==> src/rtl/cpu_ctrl_pkg.sv <==
// Shared CPU control definitions: opcode values, sequencer state encoding
// and opcode classification helpers used by the control unit and the ALU.
package cpu_ctrl_pkg;

   localparam int unsigned OP_ADD  = 0;
   localparam int unsigned OP_SUB  = 1;
   localparam int unsigned OP_AND  = 2;
   localparam int unsigned OP_OR   = 3;
   localparam int unsigned OP_XOR  = 4;
   localparam int unsigned OP_MUL  = 5;
   localparam int unsigned OP_DIV  = 6;
   localparam int unsigned OP_CMP  = 7;
   localparam int unsigned NUM_OPS = 8;

   typedef enum logic [2:0] {
      ST_FETCH  = 3'd0,
      ST_DECODE = 3'd1,
      ST_EXEC   = 3'd2,
      ST_WAIT   = 3'd3,
      ST_WB     = 3'd4
   } ctrl_state_t;

   // Multiply and divide finish asynchronously and report back via alu_done.
   function automatic logic is_multicycle(input int unsigned opcode);
      return (opcode == OP_MUL) || (opcode == OP_DIV);
   endfunction

   // Anything beyond the eight defined operations is rejected in DECODE.
   function automatic logic is_legal(input int unsigned opcode);
      return opcode < NUM_OPS;
   endfunction

endpackage

==> src/rtl/alu_wait_timer.sv <==
// Watchdog for multi-cycle ALU ops: counts WAIT cycles from zero and flags
// the last permitted cycle so the sequencer can abort on a hung ALU.
module alu_wait_timer #(
   parameter int TIMEOUT = 15
) (
   input  logic clk,
   input  logic rst,
   input  logic clear,
   input  logic enable,
   output logic expired
);

   localparam int CW = (TIMEOUT > 1) ? $clog2(TIMEOUT) : 1;
   localparam logic [CW-1:0] LAST = CW'(TIMEOUT - 1);

   logic [CW-1:0] count;

   // Count enabled cycles; hold at the last value so it never wraps.
   always_ff @(posedge clk or posedge rst) begin
      if (rst) begin
         count <= '0;
      end else if (clear) begin
         count <= '0;
      end else if (enable && (count != LAST)) begin
         count <= count + CW'(1);
      end
   end

   assign expired = enable && (count == LAST);

endmodule

==> src/rtl/seq_control_unit.sv <==
// Multi-cycle instruction sequencer: accepts an instruction over valid/ready,
// walks it through fetch/decode/execute/(wait)/writeback and drives the ALU
// and register-file strobes.
//
//   state     | meaning
//   ----------+--------------------------------------------------------
//   ST_FETCH  | idle, instr_ready high, latch instr on instr_valid
//   ST_DECODE | publish alu_sel/rd/rs, reject illegal opcodes
//   ST_EXEC   | one-cycle alu_start pulse
//   ST_WAIT   | mul/div in flight, watchdog running
//   ST_WB     | reg_we (or flag_we for cmp), count retired instruction
module seq_control_unit
   import cpu_ctrl_pkg::*;
#(
   parameter int OPCODE_W = 3,
   parameter int REG_AW   = 2,
   parameter int INSTR_W  = 8,
   parameter int TIMEOUT  = 15,
   parameter int CNT_W    = 16
) (
   input  logic                clk,
   input  logic                rst,
   input  logic                instr_valid,
   output logic                instr_ready,
   input  logic [INSTR_W-1:0]  instr,
   input  logic                alu_done,
   output logic [OPCODE_W-1:0] alu_sel,
   output logic                alu_start,
   output logic [REG_AW-1:0]   rd_addr,
   output logic [REG_AW-1:0]   rs_addr,
   output logic                reg_we,
   output logic                flag_we,
   output logic                busy,
   output logic                illegal_op,
   output logic                timeout_err,
   output logic [CNT_W-1:0]    retired_cnt
);

   localparam int RD_LSB = INSTR_W - OPCODE_W - REG_AW;
   localparam int RS_LSB = RD_LSB - REG_AW;

   ctrl_state_t         state;
   logic [OPCODE_W-1:0] ir_op;
   logic [REG_AW-1:0]   ir_rd;
   logic [REG_AW-1:0]   ir_rs;

   logic [OPCODE_W-1:0] f_op;
   logic [REG_AW-1:0]   f_rd;
   logic [REG_AW-1:0]   f_rs;

   logic ir_legal;
   logic ir_multi;
   logic ir_cmp;
   logic tmr_clear;
   logic tmr_enable;
   logic tmr_expired;

   assign f_op = instr[INSTR_W-1 -: OPCODE_W];
   assign f_rd = instr[RD_LSB +: REG_AW];
   assign f_rs = instr[RS_LSB +: REG_AW];

   // Spare low instruction bits carry no meaning for the sequencer.
   if (RS_LSB > 0) begin : g_pad
      logic unused_pad;
      assign unused_pad = ^instr[RS_LSB-1:0];
   end

   assign ir_legal = is_legal(32'(ir_op));
   assign ir_multi = is_multicycle(32'(ir_op));
   assign ir_cmp   = (32'(ir_op) == OP_CMP);

   // Counter restarts on every pass through EXEC, so it is zero on WAIT entry.
   assign tmr_clear  = (state != ST_WAIT);
   assign tmr_enable = (state == ST_WAIT);

   alu_wait_timer #(
      .TIMEOUT (TIMEOUT)
   ) u_wait_timer (
      .clk     (clk),
      .rst     (rst),
      .clear   (tmr_clear),
      .enable  (tmr_enable),
      .expired (tmr_expired)
   );

   // Moore strobes for a given state: {instr_ready, busy, alu_start, reg_we, flag_we}.
   // They are loaded together with the state register so they stay pure
   // functions of the current state while coming straight out of flops.
   function automatic logic [4:0] moore_out(input ctrl_state_t s, input logic cmp);
      case (s)
         ST_FETCH: return 5'b10000;
         ST_EXEC:  return 5'b01100;
         ST_WB:    return {3'b010, ~cmp, cmp};
         default:  return 5'b01000;
      endcase
   endfunction

   // Sequencer: state, instruction register, decoded fields, strobes and counter.
   always_ff @(posedge clk or posedge rst) begin
      if (rst) begin
         state       <= ST_FETCH;
         ir_op       <= '0;
         ir_rd       <= '0;
         ir_rs       <= '0;
         alu_sel     <= '0;
         rd_addr     <= '0;
         rs_addr     <= '0;
         retired_cnt <= '0;
         illegal_op  <= 1'b0;
         timeout_err <= 1'b0;
         {instr_ready, busy, alu_start, reg_we, flag_we} <= 5'b10000;
      end else begin
         // Error flags are single-cycle: only the aborting transition sets them.
         illegal_op  <= 1'b0;
         timeout_err <= 1'b0;
         case (state)
            ST_FETCH: begin
               if (instr_valid) begin
                  ir_op <= f_op;
                  ir_rd <= f_rd;
                  ir_rs <= f_rs;
                  state <= ST_DECODE;
                  {instr_ready, busy, alu_start, reg_we, flag_we} <= moore_out(ST_DECODE, 1'b0);
               end
            end
            ST_DECODE: begin
               alu_sel <= ir_op;
               rd_addr <= ir_rd;
               rs_addr <= ir_rs;
               if (!ir_legal) begin
                  illegal_op <= 1'b1;
                  state      <= ST_FETCH;
                  {instr_ready, busy, alu_start, reg_we, flag_we} <= moore_out(ST_FETCH, 1'b0);
               end else begin
                  state <= ST_EXEC;
                  {instr_ready, busy, alu_start, reg_we, flag_we} <= moore_out(ST_EXEC, 1'b0);
               end
            end
            ST_EXEC: begin
               if (ir_multi) begin
                  state <= ST_WAIT;
                  {instr_ready, busy, alu_start, reg_we, flag_we} <= moore_out(ST_WAIT, 1'b0);
               end else begin
                  state <= ST_WB;
                  {instr_ready, busy, alu_start, reg_we, flag_we} <= moore_out(ST_WB, ir_cmp);
               end
            end
            ST_WAIT: begin
               // A result arriving on the final watchdog cycle still wins.
               if (alu_done) begin
                  state <= ST_WB;
                  {instr_ready, busy, alu_start, reg_we, flag_we} <= moore_out(ST_WB, ir_cmp);
               end else if (tmr_expired) begin
                  timeout_err <= 1'b1;
                  state       <= ST_FETCH;
                  {instr_ready, busy, alu_start, reg_we, flag_we} <= moore_out(ST_FETCH, 1'b0);
               end
            end
            ST_WB: begin
               retired_cnt <= retired_cnt + CNT_W'(1);
               state       <= ST_FETCH;
               {instr_ready, busy, alu_start, reg_we, flag_we} <= moore_out(ST_FETCH, 1'b0);
            end
            default: begin
               state <= ST_FETCH;
               {instr_ready, busy, alu_start, reg_we, flag_we} <= moore_out(ST_FETCH, 1'b0);
            end
         endcase
      end
   end

endmodule

==> config.mk <==
export PLATFORM = sky130hd
export DESIGN_NAME = seq_control_unit
export DESIGN_NICKNAME = d
export VERILOG_FILES = /design/src/rtl/cpu_ctrl_pkg.sv /design/src/rtl/alu_wait_timer.sv /design/src/rtl/seq_control_unit.sv
export SDC_FILE = /design/constraint.sdc
export NUM_CORES = 1
export LEC_CHECK = 0
export ABC_CLOCK_PERIOD_IN_PS = 5900
export CAP_MARGIN = 25
export CORE_MARGIN = 5
export CORE_UTILIZATION = 35
export DETAILED_ROUTE_END_ITERATION = 10
export SLEW_MARGIN = 10
export SYNTH_ARGS = -nofsm -noshare
export SYNTH_HDL_FRONTEND = slang
export SYNTH_HIERARCHICAL = 1
export SYNTH_SLANG_ARGS = --single-unit
==> constraint.sdc <==
create_clock -name clk -period 5.9 [get_ports clk]
set_input_delay 1.18 -clock clk [delete_from_list [all_inputs] [get_ports clk]]
set_output_delay 1.18 -clock clk [all_outputs]
set_load 0.02 [all_outputs]
==> results.json <==
{
  "start_util_pct": 35.7,
  "cp_max_fo": 7,
  "grt_usage_pct": 10.8,
  "synth_top_family_by_area": "simple AND/OR/NAND/NOR gates",
  "rsz0062_at_grt": "false",
  "critical_path_class": "in -> reg",
  "via_per_inst": 4.72,
  "finalCritPeriodShare_pct": 44.0,
  "cts_setup_buffers": 0,
  "tightest_slew_ns": 0.838,
  "ys_top_cells_by_area": "dfrtp_1 54%, mux2_2 8.7%, xnor2_1 5.0%, xor2_1 2.3%, inv_1 2.1%",
  "synth_fa_ha_area_share_pct": 1.93,
  "io_buffers": 39,
  "fin_crit_ns": 2.60,
  "first_global_vias": 1299,
  "synth.area.mux_share_pct": 8.70,
  "clock_latency_ns": 0.29,
  "finalHoldViolations": 0,
  "dpl.hpwl_um": 2610,
  "die_w_um": 84.5,
  "drt_iter0_drc": 13,
  "synth-simple-area-share_pct": 16.5,
  "ir_worst_vdd_mv": 0.221,
  "layout.nets": 220,
  "synth_edf_count": 0,
  "met3WireLength_um": 293,
  "area_growth_pct": 28.1,
  "yosys_warnings": 6,
  "antenna_left": 0,
  "grt_pass1_wl_um": 6230,
  "syn_avg_cell_area_um2": 11.9,
  "routedWlPerCell_um": 12.9,
  "core_um2": 5440,
  "end_kind": "register",
  "synth_seq_cells": 43,
  "wl_met2_um": 1560,
  "overflow": 0,
  "wirelength_met1_um": 1690,
  "slew_viol_final": 0,
  "max_freq_ghz": 0.385,
  "status": "finished, final reports clean",
  "grt_max_degree": 40,
  "synth_top_area_share_pct": 54.1,
  "drive_above_1_share_pct": 16.5,
  "power-per-cell-area_nw_per_um2": 425,
  "cp-start-kind": "input pin",
  "skew_ns": 0.00863,
  "p_leak_nw": 1.04,
  "synthDistinctLibCells": 42,
  "relSlewSlack_pct": 44.0,
  "n_antenna_cell": 0,
  "required_ns": 6.08,
  "drv_cap": 0,
  "yosys.area.top_type": "dfrtp_1",
  "ys.flop_type": "dfrtp_1",
  "antenna_found_initial": 0,
  "synthXorXnorAreaFrac_pct": 7.22,
  "hold_buffers": 0,
  "cp.arrival_ns": 2.78,
  "final.fill_count": 510,
  "dieArea_um2": 7140,
  "drt_pre_antenna_iters": 4,
  "cts.clk_slew.worst_paths_ns": 0.08,
  "clockBufferDepth": 2,
  "pre_cts_ws_ns": 2.98,
  "async_reset_ff_share_pct": 100,
  "vias": 1312,
  "cts_tree": "yes",
  "synth_fp_nets": 178,
  "synth_seq_area_share_pct": 55.5,
  "min_path_type": "reg -> reg",
  "cts_buffers": 5,
  "ios": 42,
  "crit_start": "instr_valid",
  "cts_sinks": 43,
  "finalSetupTns_ns": 0,
  "r2r_start": "state[1]",
  "post-route-worst-setup-slack_ns": 3.30,
  "gp_congestion": 0.695,
  "num_rows": 27,
  "htree_levels": 2,
  "synth_compound_area_share_pct": 6.25,
  "clock-root-buffer": "clkbuf_8",
  "top_layer": "met4",
  "drc": 0,
  "die_height_um": 84.5,
  "setup_viol": 0,
  "synthCells": 163,
  "syn_area_um2": 1940,
  "routed_wl_um": 3580,
  "cts.repair.resized": 0,
  "hold_path_startpoint": "instr_ready"
}
## layout make-up
type	instances	area, um^2	share of cell area (%)
Clock buffer	5	68.8	2.77
Clock inverter	3	20.0	0.805
Inverter	11	41.3	1.66
Multi-Input combinational cell	104	792	31.8
Sequential cell	43	1080	43.3
Tap cell	72	90.1	3.62
Timing Repair Buffer	40	398	16.0
## synth_stat cells (all sizes together), types with 2 or more instances
master  instances
nor3b           2
a21o            3
and4            2
mux2           15
dfrtp          42
or4             2
and2            2
and3            2
a21oi           7
nand4           5
inv            11
o21ai           2
nand3           6
buf             3
nand2           8
ha              3
nor2            7
clkbuf          2
nand3b          2
xor2            5
nand2b          2
or3             2
a211oi          4
nor3            5
xnor2          11
## critical path: stages
cell	delay, ns
clkdlybuf4s50_1	0.49
nor4b_2	0.69
mux2_2	0.41
## cells in the final DEF (no fill, tap or decap), types with 5 or more instances in the layout
cell and count:
clkbuf_8 5, nand2_1 8, mux2_2 15, inv_1 11
clkdlybuf4s50_1 39, nand4_1 5, xnor2_1 11, nand3_1 5
dfrtp_1 42, nor2_1 7, a21oi_1 7, xor2_1 5
## worst paths after layout
check	to	depth (start not counted)	slack (ns)
max in group asynchronous	instr_ready	3	4.21
hold reg to reg	instr_ready	2	0.47
setup / recovery	ir_op[1]	3	3.30
setup reg to reg	reg_we	7	3.67
min in group asynchronous	u_wait_timer/count[2]	2	1.09
hold / removal	instr_ready	2	0.47
## layer usage
layer  vias to the layer above  global-route usage [%]
met5                         -                       0
met4                         0                    3.88
met3                         5                    4.42
met2                        34                    15.4
met1                       618                    14.6
li1                        655                       -
## cell families after synthesis
kind of cell,Yosys count
adders and majority gates,3
xor gates and xnor gates,16
other,1
muxes,15
AOI/OAI and AO/OA,18
and+or+nand+nor,51
buffers and inverters,16
DFF,43
## flip-flops by register name, summed over array words and instances (netlist names), 2 cells and up
register	flops
retired_cnt	16
ir_op	3
u_wait_timer/count	4
ir_rd	2
state	3
rs_addr	2
rd_addr	2
alu_sel	3
ir_rs	2
## through the flow
| stage | area (um^2) | hold WS, ns | total power, W | cells | utilization, % |
|---|---|---|---|---|---|
| 6_report | 2490 | 0.467 | 0.00106 | 278 | 45.7 |
| 5_1_grt | 2490 | 0.490 | 0.00113 | 278 | 45.7 |
| 4_1_cts | 2490 | 0.470 | 0.00108 | 278 | 45.7 |
| 3_5_place_dp | 2400 | 0.456 | 0.000886 | 270 | 44.1 |
| 3_3_place_gp | 2400 | 0.456 | 0.000878 | 270 | 44.1 |
| 2_1_floorplan | 1940 | 0.475 | 0.000733 | 163 | - |
## report_power, final
part | internal (W) | switching, W | total (W)
logic | 0.000216 | 0.000185 | 0.000401
registers | 0.000384 | 0.0000880 | 0.000472
clock network | 0.0000824 | 0.000102 | 0.000185
Power figures use the tool's default switching activity.
